===== src/rtl/f_pc_unit_pkg.sv =====
// Shared definitions for the fetch-stage PC generator.
//   npc_src_e    : which source the next PC was taken from
//   RESET_PC_DEF : F_PC value after reset
//   EXC_VEC_DEF  : exception entry address
package f_pc_unit_pkg;

  typedef enum logic [2:0] {
    SRC_SEQ,
    SRC_BR,
    SRC_J,
    SRC_JR,
    SRC_ERET,
    SRC_EXC
  } npc_src_e;

  localparam logic [31:0] RESET_PC_DEF = 32'h0000_3000;
  localparam logic [31:0] EXC_VEC_DEF  = 32'h0000_4180;

endpackage


===== src/rtl/f_pc_unit_ras_stack.sv =====
// Return-address stack kept as a circular buffer.
//   clk, reset     : clock, asynchronous active-low reset
//   push_i, pop_i  : push wdata_i / pop top; both together replace the top
//   clear_i        : empty the stack (wins over push/pop)
//   wdata_i        : return address to push
//   top_o          : current top entry, zero when empty
//   count_o        : number of valid entries
// A push onto a full stack overwrites the oldest entry, which is exactly the
// slot after the current top in the circular buffer, so count stays at DEPTH.
module ras_stack #(
  parameter int W     = 32,
  parameter int DEPTH = 4
) (
  input  logic                     clk,
  input  logic                     reset,
  input  logic                     push_i,
  input  logic                     pop_i,
  input  logic                     clear_i,
  input  logic [W-1:0]             wdata_i,
  output logic [W-1:0]             top_o,
  output logic [$clog2(DEPTH):0]   count_o
);

  localparam int PTR_W = $clog2(DEPTH);
  localparam int CNT_W = PTR_W + 1;
  localparam logic [CNT_W-1:0] FULL = CNT_W'(DEPTH);

  logic [W-1:0]     mem_q [DEPTH];
  logic [PTR_W-1:0] ptr_q, ptr_d;
  logic [CNT_W-1:0] cnt_q, cnt_d;
  logic             wr_en;
  logic [PTR_W-1:0] wr_idx;

  always_comb begin
    ptr_d  = ptr_q;
    cnt_d  = cnt_q;
    wr_en  = 1'b0;
    wr_idx = ptr_q;
    if (clear_i) begin
      ptr_d = '0;
      cnt_d = '0;
    end else if (push_i && pop_i && (cnt_q != '0)) begin
      // JALR $ra,$ra: pop then push lands on the same slot
      wr_en  = 1'b1;
      wr_idx = ptr_q;
    end else if (push_i) begin
      // also covers push+pop on an empty stack, where the pop is a no-op
      ptr_d  = ptr_q + 1'b1;
      wr_en  = 1'b1;
      wr_idx = ptr_q + 1'b1;
      if (cnt_q != FULL) cnt_d = cnt_q + 1'b1;
    end else if (pop_i && (cnt_q != '0)) begin
      ptr_d = ptr_q - 1'b1;
      cnt_d = cnt_q - 1'b1;
    end
  end

  always_ff @(posedge clk or negedge reset) begin
    if (!reset) begin
      ptr_q <= '0;
      cnt_q <= '0;
    end else begin
      ptr_q <= ptr_d;
      cnt_q <= cnt_d;
    end
  end

  // Entry storage needs no reset: count gates visibility.
  always_ff @(posedge clk) begin
    if (wr_en) mem_q[wr_idx] <= wdata_i;
  end

  assign top_o   = (cnt_q == '0) ? '0 : mem_q[ptr_q];
  assign count_o = cnt_q;

endmodule


===== src/rtl/f_pc_unit.sv =====
// Fetch-stage PC generator: owns F_PC, selects the next PC from exception,
// ERET, J/JAL, JR/JALR, taken branch or sequential fetch, tracks a return
// address stack against every JR $ra, and counts redirects and RAS misses.
//   clk, reset        : clock, asynchronous active-low reset
//   stall             : hold F_PC, freeze RAS and counters (exc/eret override)
//   d_*               : D-stage instruction PC, fields and control decode
//   exc_req/eret_req  : exception entry / return (epc is the ERET target)
//   f_pc, f_adel      : fetch PC and its misalignment flag
//   ras_top/ras_count : RAS prediction and occupancy
//   redirect_cnt      : saturating count of non-sequential PC updates
//   ras_miss_cnt      : saturating count of mispredicted/empty JR $ra
module f_pc_unit
  import f_pc_unit_pkg::*;
#(
  parameter int              PC_W      = 32,
  parameter logic [PC_W-1:0] RESET_PC  = PC_W'(RESET_PC_DEF),
  parameter logic [PC_W-1:0] EXC_VEC   = PC_W'(EXC_VEC_DEF),
  parameter int              RAS_DEPTH = 4,
  parameter int              CNT_W     = 32
) (
  input  logic                       clk,
  input  logic                       reset,
  input  logic                       stall,
  input  logic [PC_W-1:0]            d_pc,
  input  logic [15:0]                d_imm16,
  input  logic [25:0]                d_index26,
  input  logic [PC_W-1:0]            d_rs_val,
  input  logic                       d_branch,
  input  logic                       d_b_cond,
  input  logic                       d_jump,
  input  logic                       d_jr,
  input  logic                       d_jr_ra,
  input  logic                       d_link,
  input  logic                       exc_req,
  input  logic                       eret_req,
  input  logic [PC_W-1:0]            epc,
  output logic [PC_W-1:0]            f_pc,
  output logic                       f_adel,
  output logic [PC_W-1:0]            ras_top,
  output logic [$clog2(RAS_DEPTH):0] ras_count,
  output logic [CNT_W-1:0]           redirect_cnt,
  output logic [CNT_W-1:0]           ras_miss_cnt
);

  function automatic logic [CNT_W-1:0] sat_inc(input logic [CNT_W-1:0] v);
    return (&v) ? v : v + 1'b1;
  endfunction

  logic [PC_W-1:0]  f_pc_q, f_pc_d;
  logic [CNT_W-1:0] redir_q, redir_d;
  logic [CNT_W-1:0] miss_q, miss_d;
  logic [PC_W-1:0]  npc;
  npc_src_e         src;
  logic [PC_W-1:0]  seq_pc, br_tgt, j_tgt;
  logic             upd, miss_evt;

  assign seq_pc = f_pc_q + PC_W'(4);
  assign br_tgt = d_pc + PC_W'(4) + {{(PC_W-18){d_imm16[15]}}, d_imm16, 2'b00};
  assign j_tgt  = {d_pc[PC_W-1:28], d_index26, 2'b00};

  always_comb begin
    src = SRC_SEQ;
    npc = seq_pc;
    if (exc_req) begin
      src = SRC_EXC;
      npc = EXC_VEC;
    end else if (eret_req) begin
      src = SRC_ERET;
      npc = epc;
    end else if (d_jump) begin
      src = SRC_J;
      npc = j_tgt;
    end else if (d_jr) begin
      src = SRC_JR;
      npc = d_rs_val;
    end else if (d_branch && d_b_cond) begin
      src = SRC_BR;
      npc = br_tgt;
    end
  end

  // Exception entry/return must not be lost to a stall.
  assign upd      = ~stall | exc_req | eret_req;
  // Compared against the pre-pop top.
  assign miss_evt = ~stall & d_jr_ra & ((ras_count == '0) | (d_rs_val != ras_top));

  always_comb begin
    f_pc_d  = upd ? npc : f_pc_q;
    redir_d = (upd && (src != SRC_SEQ)) ? sat_inc(redir_q) : redir_q;
    miss_d  = miss_evt ? sat_inc(miss_q) : miss_q;
  end

  always_ff @(posedge clk or negedge reset) begin
    if (!reset) begin
      f_pc_q  <= RESET_PC;
      redir_q <= '0;
      miss_q  <= '0;
    end else begin
      f_pc_q  <= f_pc_d;
      redir_q <= redir_d;
      miss_q  <= miss_d;
    end
  end

  ras_stack #(
    .W     (PC_W),
    .DEPTH (RAS_DEPTH)
  ) u_ras (
    .clk     (clk),
    .reset   (reset),
    .push_i  (~stall & d_link),
    .pop_i   (~stall & d_jr_ra),
    .clear_i (exc_req | eret_req),
    .wdata_i (d_pc + PC_W'(8)),
    .top_o   (ras_top),
    .count_o (ras_count)
  );

  assign f_pc         = f_pc_q;
  assign f_adel       = |f_pc_q[1:0];
  assign redirect_cnt = redir_q;
  assign ras_miss_cnt = miss_q;

endmodule

===== config.mk =====
export PLATFORM = sky130hd
export DESIGN_NAME = f_pc_unit
export DESIGN_NICKNAME = d
export VERILOG_FILES = /design/src/rtl/f_pc_unit_pkg.sv /design/src/rtl/f_pc_unit_ras_stack.sv /design/src/rtl/f_pc_unit.sv
export SDC_FILE = /design/constraint.sdc
export NUM_CORES = 1
export LEC_CHECK = 0
export CAP_MARGIN = 20
export CORE_MARGIN = 2
export CORE_UTILIZATION = 50
export DETAILED_ROUTE_END_ITERATION = 8
export HOLD_SLACK_MARGIN = 0.12
export PLACE_DENSITY = 0.77
export REMOVE_ABC_BUFFERS = 1
export SKIP_CTS_REPAIR_TIMING = 1
export SLEW_MARGIN = 10
export SYNTH_ARGS = -nofsm -noshare
export SYNTH_HDL_FRONTEND = slang
export SYNTH_SLANG_ARGS = --single-unit

===== constraint.sdc =====
create_clock -name clk -period 11.1 [get_ports clk]
set_input_delay 1.11 -clock clk [delete_from_list [all_inputs] [get_ports clk]]
set_output_delay 1.11 -clock clk [all_outputs]
set_load 0.005 [all_outputs]

== Yosys cells after proc, flatten, opt, wreduce, memory -nomap -nowiden ==
Memory sizes are Yosys's and may differ from the RTL's.
Index checks and enable logic that the tools add are counted.

* Add/sub/neg operators: 10
* $mul: 0
* Div/mod/pow operators: 0
* Order comparisons: 0
* Equal/unequal tests: 4
* Shifts and indexed selects: 0
* Multiplexer cells: 28
* Bitwise operators: 10
* Reduce and logical (&&, ||, !) cells: 16

{| class="wikitable"
|+ Operators by type and width
! operator !! count
|-
| two-way mux 32 bit || 6
|-
| adder 32 x 1 -> 32 bit, second input constant || 2
|-
| adder 32 x 3 -> 32 bit, second input constant || 2
|-
| AND reduction 32 bit || 2
|-
| adder 32 bit || 1
|-
| adder 32 x 4 -> 32 bit, second input constant || 1
|-
| != test 32 bit || 1
|-
| two-way mux 3 bit || 7
|-
| two-way mux 2 bit || 9
|-
| nonzero test 3 bit || 3
|-
| two-way mux 1 bit || 6
|-
| != test 3 bit, second input constant || 2
|-
| AND reduction 2 bit || 3
|-
| logical AND 1 bit || 5
|-
| OR 1 bit || 4
|-
| adder 3 x 1 -> 3 bit, second input constant || 1
|-
| AND 1 bit || 3
|-
| logical NOT 3 bit || 1
|-
| inverter 1 bit || 3
|-
| AND reduction 3 bit || 1
|-
| subtractor 3 x 1 -> 3 bit, second input constant || 1
|-
| adder 2 x 1 -> 2 bit, second input constant || 1
|-
| != test 2 x 1 -> 1 bit, second input constant || 1
|-
| OR reduction 2 bit || 1
|-
| subtractor 2 x 1 -> 2 bit, second input constant || 1
|}

* Bits in registers: 101
* Latch bits: 0
* Bits in writable memories: 128
* Memory bits (read-only): 0
* Bits of input ports: 149
* Output and inout port bits: 132
* Logic and storage cells: 74
* Memories kept: 1

{| class="wikitable"
|+ Memory list
! memory !! depth !! bits a word !! read ports !! clocked after Yosys merged registers in !! wr ports !! line !! text
|-
| u_ras.mem_q || 4 || 32 || 1 || 0 || 1 || f_pc_unit_ras_stack.sv:28 || <nowiki>logic [W-1:0] mem_q [DEPTH];</nowiki>
|}

== Depth between registers and ports, before layout ==
* Depth after elaboration: 9
* Gate-level depth with buffers: 15

== Modules after synthesis ==
A second synthesis with hierarchy kept.

* Cell total of the unflattened synthesis: 1268
* Area, all modules: 13765.7 µm²

{| class="wikitable"
|+ Modules (own cells, without submodules)
! module !! times used !! cells each !! area each (µm²) !! sequential area each (µm²)
|-
| f_pc_unit || 1 || 1012 || 8508.2 || 2404.8
|-
| ras_stack || 1 || 256 || 5257.5 || 3968.8
|}

== Least setup slack after synthesis ==
OpenSTA, ideal clock, no wires.

* Path type: input to register
* From: input exc_req
* To: memory u_ras.mem_q[0][0] (enable)
* Library setup time: 421 ps
* Arrival time: 3561 ps
* Required time: 10679 ps
* Path slack: 7118 ps
* Stages on the path: 7
* Path buffers: 2
* Cells stage by stage: clkbuf_1 or2_2 clkbuf_1 a21oi_1 nor2_1 a21o_1 nor2_1

* Cells in the longest elaborated chain, start to end: 4

{| class="wikitable"
|+ RTL lines
! element !! line !! text
|-
| from (decl) || f_pc_unit.sv:34 || <nowiki>input logic exc_req,</nowiki>
|-
| OR 1 bit (*) || f_pc_unit.sv:113 || <nowiki>.clear_i (exc_req | eret_req),</nowiki>
|-
| two-way mux 1 bit || f_pc_unit_ras_stack.sv:39 || <nowiki>if (clear_i) begin</nowiki>
|-
| two-way mux 1 bit || f_pc_unit_ras_stack.sv:70 || <nowiki>if (wr_en) mem_q[wr_idx] <= wdata_i;</nowiki>
|-
| two-way mux 1 bit (not written as such) || f_pc_unit_ras_stack.sv:70 ||
|-
| to (decl) || f_pc_unit_ras_stack.sv:28 ||
|}

Every way passes the cells marked *; elsewhere a longest branch is shown, timed or not.

== Worst setup path after layout ==
* From: input d_pc[3]
* To: register f_pc_q[31], in the netlist f_pc[31]

* Cells in the longest elaborated chain, start to end: 7

{| class="wikitable"
|+ RTL lines
! element !! line !! text
|-
| from (decl) || f_pc_unit.sv:24 || <nowiki>input logic [PC_W-1:0] d_pc,</nowiki>
|-
| adder 32 x 3 -> 32 bit || f_pc_unit.sv:58 || <nowiki>assign br_tgt = d_pc + PC_W'(4) + {{(PC_W-18){d_imm16[15]}}, d_imm16, 2'b00};</nowiki>
|-
| adder 32 bit || f_pc_unit.sv:58 ||
|-
| two-way mux 32 bit || f_pc_unit.sv:76 || <nowiki>end else if (d_branch && d_b_cond) begin</nowiki>
|-
| two-way mux 32 bit || f_pc_unit.sv:73 || <nowiki>end else if (d_jr) begin</nowiki>
|-
| two-way mux 32 bit || f_pc_unit.sv:70 || <nowiki>end else if (d_jump) begin</nowiki>
|-
| two-way mux 32 bit || f_pc_unit.sv:67 || <nowiki>end else if (eret_req) begin</nowiki>
|-
| two-way mux 32 bit || f_pc_unit.sv:64 || <nowiki>if (exc_req) begin</nowiki>
|-
| to (signal assigned) || f_pc_unit.sv:99 || <nowiki>f_pc_q <= f_pc_d;</nowiki>
|-
| to (decl) || f_pc_unit.sv:49 || <nowiki>logic [PC_W-1:0] f_pc_q, f_pc_d;</nowiki>
|}

Every way passes these cells.
A chain may end at the register's enable or synchronous reset.

==> impl_metrics.tcl <==
set metrics [dict create \
    dieArea_um2 29800 \
    routedWlPerCell_um 22.3 \
    antenna_left 0 \
    synth_ff_type "edfxtp_1" \
    netlist_area_um2 14200 \
    start_util_pct 51.0 \
    drc_errors 0 \
    finalHoldViolCount 0 \
    groute.usage.overall_pct 29.8 \
    viasPerCell 6.15 \
    cts.clk_slew.worst_paths_ps 60 \
    path_buf_inv 2 \
    place_inst 2007 \
    grt_overflow 0 \
    cap_violations 0 \
    routed_wl_mm 45.8 \
    final-setup-viol-count 0 \
    grtUsageMet2_pct 47.1 \
    crit_fanout 5 \
    gp_congestion 0.926 \
    clockRootBuffer "clkbuf_16" \
    fin_crit_sh_pct 41.4 \
    yosysSeqAreaShare_pct 44.9 \
    outcome "finished clean" \
    cp.required_ps 11490 \
    rsz0062_at_grt "no" \
    area_delta_synth_final_pct 28.5 \
    grt-busiest-layer "met2" \
    clkSinkCount 229 \
    drive_above_1_share_pct 6.81 \
    drt_iter0_drc 1540 \
    syn_avg_cell_area_um2 10.2 \
    nNetsFinal 1871 \
    cts_buffers 25 \
    multi_input_area_um2 7420 \
    hold_ws_ps 472 \
    synth.distinct_cells 70 \
    worst_pin_slew_ps 993 \
    via_count 12600 \
    io_pins 281 \
    cts_tree "yes" \
    cp_slowest_cell "o31ai_1" \
    slew_headroom_pct 33.8 \
    hpwl_mm 33.7 \
    port_buffers 280 \
    drv_slew 0 \
    crit_family "compound AO/OA/AOI/OAI gates" \
    cp.arrival_ps 4990 \
    cp-end-kind "flop" \
    skew_ps 23.2 \
    synthCells 1389 \
    cp_common_cell "a21oi_1" \
    slowest_delay_ps 610 \
    min_path_type "input port to asynchronous set/reset pin" \
    max_freq_mhz 217 \
    first_pass_iters 6 \
    clk_latency_ps 540 \
    ys_seq_elements 229 \
    cts_buffer_depth 3 \
    setup_tns_ps 0 \
    met3_usage_pct 6.16 \
    fp.dieW_um 173 \
    synth_edf_count 128 \
    grt_pass1_vias 12100 \
    die_height_um 173 \
    grt_max_degree 79 \
    instances_no_fill 2055 \
    core_area_um2 27900 \
    crit_chain "clkdlybuf4s50_1 > ha_1 > ha_1 > inv_1 > fa_1 > nand2b_1 > a21oi_1 > o41ai_1 > o31ai_1 > a21oi_1 > o2111ai_1 > a21oi_1 > xnor2_1 > o41ai_1" \
    p_leak_uw 0.00694 \
    ys_async_sr_fraction_pct 44.1 \
    start_kind "input port" \
    worst-setup-path-type "input port to flop" \
    total_power_uw 2380 \
    yosysWarnings 0 \
    grt_pass1_wl_mm 69.8 \
    power_density_nw_per_um2 130 \
    antenna_found_initial 4 \
    seq_area_um2 6370 \
    layout_min_cycle_time_ps 4600 \
    peakVddDrop_uv 113 \
    n_fill_cell 2199 \
    h-tree-depth 1 \
    use_met1_pct 41.1 \
    rows 61 \
]
per-layer routing:
metal  wire, um  vias to the layer above  part of all wire [%]
li1           -                     5727                     -
met1      18700                     6052                    41
met2      20700                      753                    45
met3       4820                      112                    11
met4       1550                        0                   3.4
met5          0                        -                     0
stage by stage:
stage                     setup slack (ps)  instance area, um2  utilization (%)
after detailed placement              6100               17400             62.4
final                                 6500               18300             65.5
after global placement                6320               17400             62.4
after global routing                  6210               18200             65.5
after floorplan                       5460               13900                -
after CTS                             6610               18200             65.4
sequential cells by signal, summed over array words and instances, names as in the netlist:
register       count
u_ras.count_o      3
redirect_cnt      32
u_ras.mem_q      128
ras_miss_cnt      32
u_ras.ptr_q        2
f_pc              32
power breakdown:
part           internal, uW  total (uW)  switching [uW]
clock                   524         866             342
sequential              939         992            52.8
combinational           259         522             264
total                  1720        2380             658
final cells by class:
cell class                      instances  share of cell area (%)
Sequential cell                       229                    34.9
Timing Repair Buffer                  302                    16.3
Clock inverter                         11                   0.871
Multi-Input combinational cell       1058                    40.7
Clock buffer                           32                    3.74
Tap cell                              378                    2.59
Inverter                               41                   0.843
Antenna cell                            4                  0.0548
cell usage after synthesis, drive strengths merged (5+ instances only):
cell type,n,area share [%]
edfxtp,128,27
nand2,120,3.2
xnor2,114,7.0
nor2,110,2.9
dfrtp,99,17
nand3,68,2.4
a21oi,63,2.2
ha,63,5.6
o21ai,54,1.9
and3,43,1.9
clkbuf,43,1.1
inv,40,1.1
nand4,36,1.6
mux2i,32,2.3
xor2,31,1.9
nor3,30,1.1
and2,29,1.3
a211oi,23,1.2
mux4,20,3.2
buf,18,0.77
a21o,17,0.90
a22oi,17,0.90
a221oi,14,0.86
and4,14,0.86
o22ai,13,0.57
nand2b,12,0.53
o31ai,11,0.58
mux2,10,0.82
o41ai,10,0.62
a31oi,9,0.40
nor2b,9,0.40
or3,8,0.35
o211ai,7,0.37
o21a,7,0.37
or2,7,0.31
a211o,5,0.31
cells by family (layout without fill, tap and decap cells):
group / after synthesis / in the layout / synth area share (%)
AOI/OAI and AO/OA: 289 / 289 / 13.8
buffers and inverters: 102 / 386 / 2.99
adders and majority gates: 65 / 65 / 5.83
and+or+nand+nor: 497 / 497 / 17.4
DFF: 229 / 229 / 44.9
muxes: 62 / 62 / 6.25
xor gates and xnor gates: 145 / 145 / 8.94
other: 0 / 4 / 0
path summary, 6_finish.rpt:
kind | to | startpoint | slack, ps | depth (start not counted)
max reg2reg | ras_miss_cnt[1] | u_ras.ptr_q[0] | 6800 | 10
max | f_pc[31] | d_pc[3] | 6500 | 14
min | redirect_cnt[16] | reset | 470 | 1
max in group asynchronous | f_pc[13] | reset | 9570 | 3
min in group clk | ras_miss_cnt[23] | ras_miss_cnt[23] | 490 | 1
min reg2reg | ras_miss_cnt[23] | ras_miss_cnt[23] | 490 | 1
cell usage in the layout (no fill, tap or decap), types with 8 or more instances in the layout:
cell / n
mux2i_1: 32
xnor2_1: 114
a211oi_1: 23
and2_1: 29
nor2_1: 106
nand3_1: 68
xor2_1: 31
a21oi_1: 63
a21o_1: 17
o31ai_1: 11
and3_1: 43
o21ai_0: 54
nor2b_1: 9
and4_1: 14
a221oi_1: 14
mux2_2: 9
ha_1: 63
a31oi_1: 9
clkdlybuf4s50_1: 277
nand2_1: 120
nor3_1: 28
inv_1: 40
buf_4: 22
dfrtp_1: 98
clkbuf_16: 25
nand4_1: 36
a22oi_1: 17
edfxtp_1: 128
mux4_2: 20
or3_1: 8
o22ai_1: 13
o41ai_1: 10
nand2b_1: 12
Power figures use the tool's default switching activity.
